==> config.mk <==
export PLATFORM = sky130hd
export DESIGN_NAME = tdm_demux_4
export DESIGN_NICKNAME = d
export VERILOG_FILES = /design/src/rtl/tdm_demux_4.sv
export SDC_FILE = /design/constraint.sdc
export NUM_CORES = 1
export LEC_CHECK = 0
export ABC_AREA = 0
export BUFFER_PORTS_ARGS = -buffer_cell sky130_fd_sc_hd__buf_2
export CORE_MARGIN = 3
export CORE_UTILIZATION = 40
export CTS_CLUSTER_SIZE = 28
export DETAILED_ROUTE_END_ITERATION = 10
export GPL_TIMING_DRIVEN = 1
export PLACE_DENSITY = 0.7
export SLEW_MARGIN = 40
export SYNTH_ARGS = -nofsm -noshare
export SYNTH_HDL_FRONTEND = slang
export SYNTH_SLANG_ARGS = --single-unit
==> constraint.sdc <==
create_clock -name clk -period 1.8 [get_ports clk]
set_input_delay 0.36 -clock clk [delete_from_list [all_inputs] [get_ports clk]]
set_output_delay 0.36 -clock clk [all_outputs]
set_load 0.02 [all_outputs]
==> src/rtl/tdm_demux_4.sv <==
// Time-division 1-to-4 demultiplexer: gathers four framed slot words into a
// shadow buffer and publishes them together on Y0..Y3 when slot 3 arrives.
module tdm_demux_4 #(
  parameter int WIDTH = 2
) (
  input  logic             clk,
  input  logic             rst_n,
  input  logic [WIDTH-1:0] din,
  input  logic             din_valid,
  input  logic             sof,
  output logic [WIDTH-1:0] Y0,
  output logic [WIDTH-1:0] Y1,
  output logic [WIDTH-1:0] Y2,
  output logic [WIDTH-1:0] Y3,
  output logic             frame_valid,
  output logic             sync_err,
  output logic             busy,
  output logic [1:0]       slot
);

  typedef enum logic {HUNT = 1'b0, RECV = 1'b1} state_t;

  state_t           state_q, state_d;
  logic [1:0]       slot_q, slot_d;
  logic [WIDTH-1:0] shadow_q [3];
  logic [WIDTH-1:0] shadow_d [3];
  logic [WIDTH-1:0] y_q [4];
  logic [WIDTH-1:0] y_d [4];
  logic             fv_q, fv_d;
  logic             se_q, se_d;

  always_ff @(posedge clk or negedge rst_n) begin
    if (!rst_n) begin
      state_q <= HUNT;
      slot_q  <= 2'd0;
      fv_q    <= 1'b0;
      se_q    <= 1'b0;
      for (int i = 0; i < 3; i++) shadow_q[i] <= '0;
      for (int i = 0; i < 4; i++) y_q[i] <= '0;
    end else begin
      state_q <= state_d;
      slot_q  <= slot_d;
      fv_q    <= fv_d;
      se_q    <= se_d;
      for (int i = 0; i < 3; i++) shadow_q[i] <= shadow_d[i];
      for (int i = 0; i < 4; i++) y_q[i] <= y_d[i];
    end
  end

  // Idle cycles (din_valid=0) hold everything; the slot-3 word bypasses the
  // shadow buffer and lands directly on Y3 so all four outputs move together.
  always_comb begin
    state_d = state_q;
    slot_d  = slot_q;
    fv_d    = 1'b0;
    se_d    = 1'b0;
    for (int i = 0; i < 3; i++) shadow_d[i] = shadow_q[i];
    for (int i = 0; i < 4; i++) y_d[i] = y_q[i];
    if (din_valid) begin
      case (state_q)
        HUNT: begin
          if (sof) begin
            shadow_d[0] = din;
            slot_d      = 2'd1;
            state_d     = RECV;
          end
        end
        RECV: begin
          if (sof) begin
            se_d        = 1'b1;
            shadow_d[0] = din;
            slot_d      = 2'd1;
          end else if (slot_q == 2'd3) begin
            for (int i = 0; i < 3; i++) y_d[i] = shadow_q[i];
            y_d[3]  = din;
            fv_d    = 1'b1;
            slot_d  = 2'd0;
            state_d = HUNT;
          end else begin
            for (int i = 0; i < 3; i++) begin
              if (slot_q == i[1:0]) shadow_d[i] = din;
            end
            slot_d = slot_q + 2'd1;
          end
        end
        default: state_d = HUNT;
      endcase
    end
  end

  always_comb begin
    busy        = (state_q == RECV);
    slot        = slot_q;
    frame_valid = fv_q;
    sync_err    = se_q;
    Y0          = y_q[0];
    Y1          = y_q[1];
    Y2          = y_q[2];
    Y3          = y_q[3];
  end

endmodule
---- Yosys cells after proc, flatten, opt, wreduce, memory -nomap -nowiden ----
Index checks and enable logic that the tools add are counted.
cells by class
  eq/ne operators ......................... 6
  divide/modulo/power cells ............... 0
  bitwise logic cells ..................... 3
  multiply operators ...................... 0
  $add $sub $neg .......................... 1
  muxes and demuxes ....................... 21
  shift-type cells ........................ 0
  magnitude comparators ................... 0
  reductions and logical operators ........ 6
operator list
  operator               number
  $mux W2                8
  $reduce_and A5 Y1      2
  $mux W1                9
  $pmux W2 S2            2
  $reduce_and A4 Y1      2
  $mux W6                1
  $eq A2 B2 Y1 const B   2
  $ne A3 B2 Y1 const B   1
  $ne A3 B3 Y1 const B   1
  $not A1 Y1             3
  $add A2 B1 Y2 const B  1
  $eq A2 B1 Y1 const B   1
  $logic_not A2 Y1       1
  $ne A2 B2 Y1 const B   1
  $pmux W1 S2            1
  $reduce_and A2 Y1      1
word-level totals
  bits in latches ......................... 0
  memories kept ........................... 0
  bits in read-only memories .............. 0
  flip-flop bits (word level) ............. 19
  output and inout bits ................... 13
  word-level logic and storage cells ...... 48
  bits in writable memories ............... 0
  input bits .............................. 6

---- Longest topological paths before layout ----
  depth in word-level cells ............... 5
  depth in mapped cells ................... 5
  mapped depth without buffers ............ 5

---- Worst setup path after synthesis ----
Ideal clock, no wire load.
  path type ............................... register to register
  start point ............................. reg slot_q[0], in the netlist slot[0]
  end point ............................... reg shadow_q[0] (netlist bit)
  data required time ...................... 1,673 ps
  path buffers ............................ 0
  stages on the path, launching flop included .. 5
  arrival ................................. 1,435 ps
  setup time .............................. 127 ps
  slack ................................... 237 ps
  cell sequence ........................... dfrtp_1 -> ha_1 -> and4bb_1 -> nand2_1 -> mux2_1
on the way
  word-level cells in the longest chain between the ends .. 3
  elaborated cells on any way between the ends .. 4
ends and longest elaborated chain
  what                                    line  source
  start: declaration                      24    logic [1:0] slot_q, slot_d;
  start signal: assignment                42    slot_q <= slot_d;
  $eq A2 B2 Y1                            73    end else if (slot_q == 2'd3) begin
  $not A1 Y1 (no source line)             -
  $reduce_and A5 Y1 (no source line) (*)  -
  end: declaration                        25    logic [WIDTH-1:0] shadow_q [3];
Every way passes the cells marked *; elsewhere a longest branch is shown, timed or not.
A chain may end at the register's enable or synchronous reset.

---- Worst setup path after layout ----
  start point ............................. reg slot_q[0], in the netlist slot[0]
  end point ............................... reg shadow_q[3] (netlist bit)
The elaborated chain is that of the path after synthesis.

==> impl_metrics.tcl <==
set metrics [dict create \
    final-seq-area_um2 475 \
    finalSetupTns_ns 0 \
    grt.total_usage_pct 12.1 \
    grt_pass1_vias 555 \
    fin_crit_sh_pct 86.4 \
    start_kind "flop" \
    areaGrowthSynthToFinish_pct 15.1 \
    fillers 186 \
    sequentialPowerShare_pct 47.6 \
    crit_type "reg2reg" \
    fin_area_um2 1000 \
    power-per-cell-area_nw_per_um2 1510 \
    rsz0062_at_grt "false" \
    slowest_delay_ns 0.47 \
    critPathBufInv 0 \
    insertion_delay_ns 0.30 \
    required_ns 1.99 \
    postCtsSetupBuffers 0 \
    start_util_pct 43.5 \
    place_area_um2 965 \
    num_vias 543 \
    drive_gt1_share_pct 34.1 \
    row_count 16 \
    die-height_um 52.7 \
    clkSlewWorstSetupHoldPaths_ns 0.11 \
    ys_types 19 \
    synth_ff_type "dfrtp_1" \
    drcViolationCount 0 \
    post-synth-top-area-cell "dfrtp_1" \
    timing.fmax_mhz 643 \
    synth_area_leaders "dfrtp_1 (55%), mux2_2 (7.8%), ha_1 (7.2%), mux2_1 (5.2%), nand2_1 (4.7%)" \
    setup_violations 0 \
    grt_pass1_wl_um 2370 \
    pwr-share-clk_pct 14.0 \
    arrival_ns 1.75 \
    overflow 0 \
    end_kind "flop" \
    fin_nets 100 \
    netlist_instances 68 \
    slowest_stage "dfrtp_1" \
    synth_most_common_cell "dfrtp_1" \
    antenna_found_initial 0 \
    ys_seq_elements 19 \
    p_int_mw 0.935 \
    hpwl_um 1040 \
    whs_path_depth 2 \
    dieArea_um2 2770 \
    ir_drop_mv 0.614 \
    cts_sinks 19 \
    rr_worst_depth 4 \
    gp_congestion 0.719 \
    hold_path_class "in2reg" \
    switching_share_pct 38.3 \
    multi_input_area_um2 347 \
    die_w_um 52.7 \
    slew_headroom_pct 72.8 \
    cp_max_fo 8 \
    p_comb_share_pct 38.4 \
    yosysTopAreaCellShare_pct 54.6 \
    synth.top_cells.by_count "dfrtp_1 (19), nand2_1 (11), mux2_2 (6), ha_1 (5), inv_1 (5)" \
    cts_buffers 3 \
    slew_violations 0 \
    port_buffers 18 \
    cp_cell_sequence "ha_1, and4bb_1, nand2_1, mux2_1" \
    cp_num_cells 4 \
    routedWlPerCell_um 11.7 \
    leakage_nw 0.533 \
    cts_tree "yes" \
    ant_nets 0 \
    cap_violations 0 \
    clk_path_buf_depth 2 \
    viasPerCell 4.72 \
    fin_crit_ns 1.56 \
    yosysWarnings 0 \
    ys_seq_area_share_pct 54.6 \
    synth-edff-count 0 \
    clock_skew_ns 0.00555 \
    firstDrtPassIters 4 \
    outcome "finished clean" \
    ios 19 \
    synthesis.nets 79 \
    clockRootBuffer "clkbuf_4" \
    initialDrtViolationCount 1 \
    synthArstFlopShare_pct 100 \
    wl_um 1340 \
    finalHoldViolations 0 \
    worst_pin_slew_ns 0.408 \
    insertedDiodeCount 0 \
    crit_family "flip-flops" \
    cts_max_level 1 \
    synth_area_um2 871 \
    fp.coreArea_um2 2000 \
    postSynthAreaPerCell_um2 12.8 \
    grt_max_degree 20 \
    p_switching_mw 0.580 \
]
[sequential cells by signal, indices dropped and copies added, names as in the netlist]
name         cells
Y0               2
Y1               2
Y2               2
Y3               2
busy             1
frame_valid      1
shadow_q         6
slot             2
sync_err         1
[timing repair]
item	CTS	global route
hold endpoints to repair	19	0
hold buffers	1	0
setup endpoints to repair	0	0
resized for setup	0	0
[logic make-up after synthesis]
family | share of synthesized area, %
DFF | 54.6
and+or+nand+nor | 12.8
AOI/OAI and AO/OA | 4.60
buffers and inverters | 5.60
muxes | 15.2
adders and majority gates | 7.18
[area by class of cell]
cell class	count	share of cell area, %
repair buffers	19	9.99
well taps	27	3.37
multi-input cells	41	34.6
clock buffers	3	2.25
flip-flops and latches	19	47.4
inverters	5	1.87
clock inverters	1	0.499
[final timing paths]
check,end,startpoint,slack (ns)
max,shadow_q[3]$_DFFE_PN0P_,slot[0]$_DFFE_PN0P_,0.24
min,shadow_q[1]$_DFFE_PN0P_,din[1],0.32
max reg2reg,shadow_q[3]$_DFFE_PN0P_,slot[0]$_DFFE_PN0P_,0.24
min reg2reg,Y0[0]$_DFFE_PN0P_,Y0[0]$_DFFE_PN0P_,0.48
max in group asynchronous,shadow_q[4]$_DFFE_PN0P_,rst_n,1.00
min in group asynchronous,Y1[1]$_DFFE_PN0P_,rst_n,0.51
[placed cells by master (no fill, tap or decap), drive strengths merged, types with 2 or more instances in the layout]
| cell | instances |
|---|---|
| dfrtp | 19 |
| o21a | 2 |
| ha | 5 |
| nand2 | 11 |
| mux2i | 2 |
| clkbuf | 3 |
| nand4b | 2 |
| mux2 | 10 |
| nand3 | 2 |
| inv | 5 |
| o21ai | 2 |
| buf | 18 |
[per-stage QoR]
stage / std cells / hold slack (ns) / setup WS (ns) / util [%] / power (mW)
finish: 115 / 0.320 / 0.244 / 50.1 / 1.51
floorplan: 68 / 0.0644 / 0.237 / - / 1.16
detailed placement: 110 / 0.321 / 0.244 / 48.2 / 1.33
CTS: 115 / 0.320 / 0.224 / 50.1 / 1.54
global placement: 110 / 0.315 / 0.303 / 48.2 / 1.31
global route: 115 / 0.318 / 0.171 / 50.1 / 1.65
[power by group through the flow]
| stage | sequential, mW | combinational, mW | clock, mW |
|---|---|---|---|
| floorplan | 0.832 | 0.326 | 0 |
| global placement | 0.724 | 0.582 | 0 |
| detailed placement | 0.733 | 0.595 | 0 |
| CTS | 0.724 | 0.598 | 0.221 |
| global route | 0.748 | 0.657 | 0.241 |
| finish | 0.721 | 0.582 | 0.212 |
[layer usage]
metal | global-route usage, % | up-vias | share of wire, %
met5 | 0 | - | 0
met2 | 19.6 | 12 | 48
met3 | 2.56 | 4 | 3.6
met1 | 13.4 | 257 | 44
met4 | 10.2 | 0 | 3.8
li1 | - | 270 | -
Power figures use the tool's default switching activity.
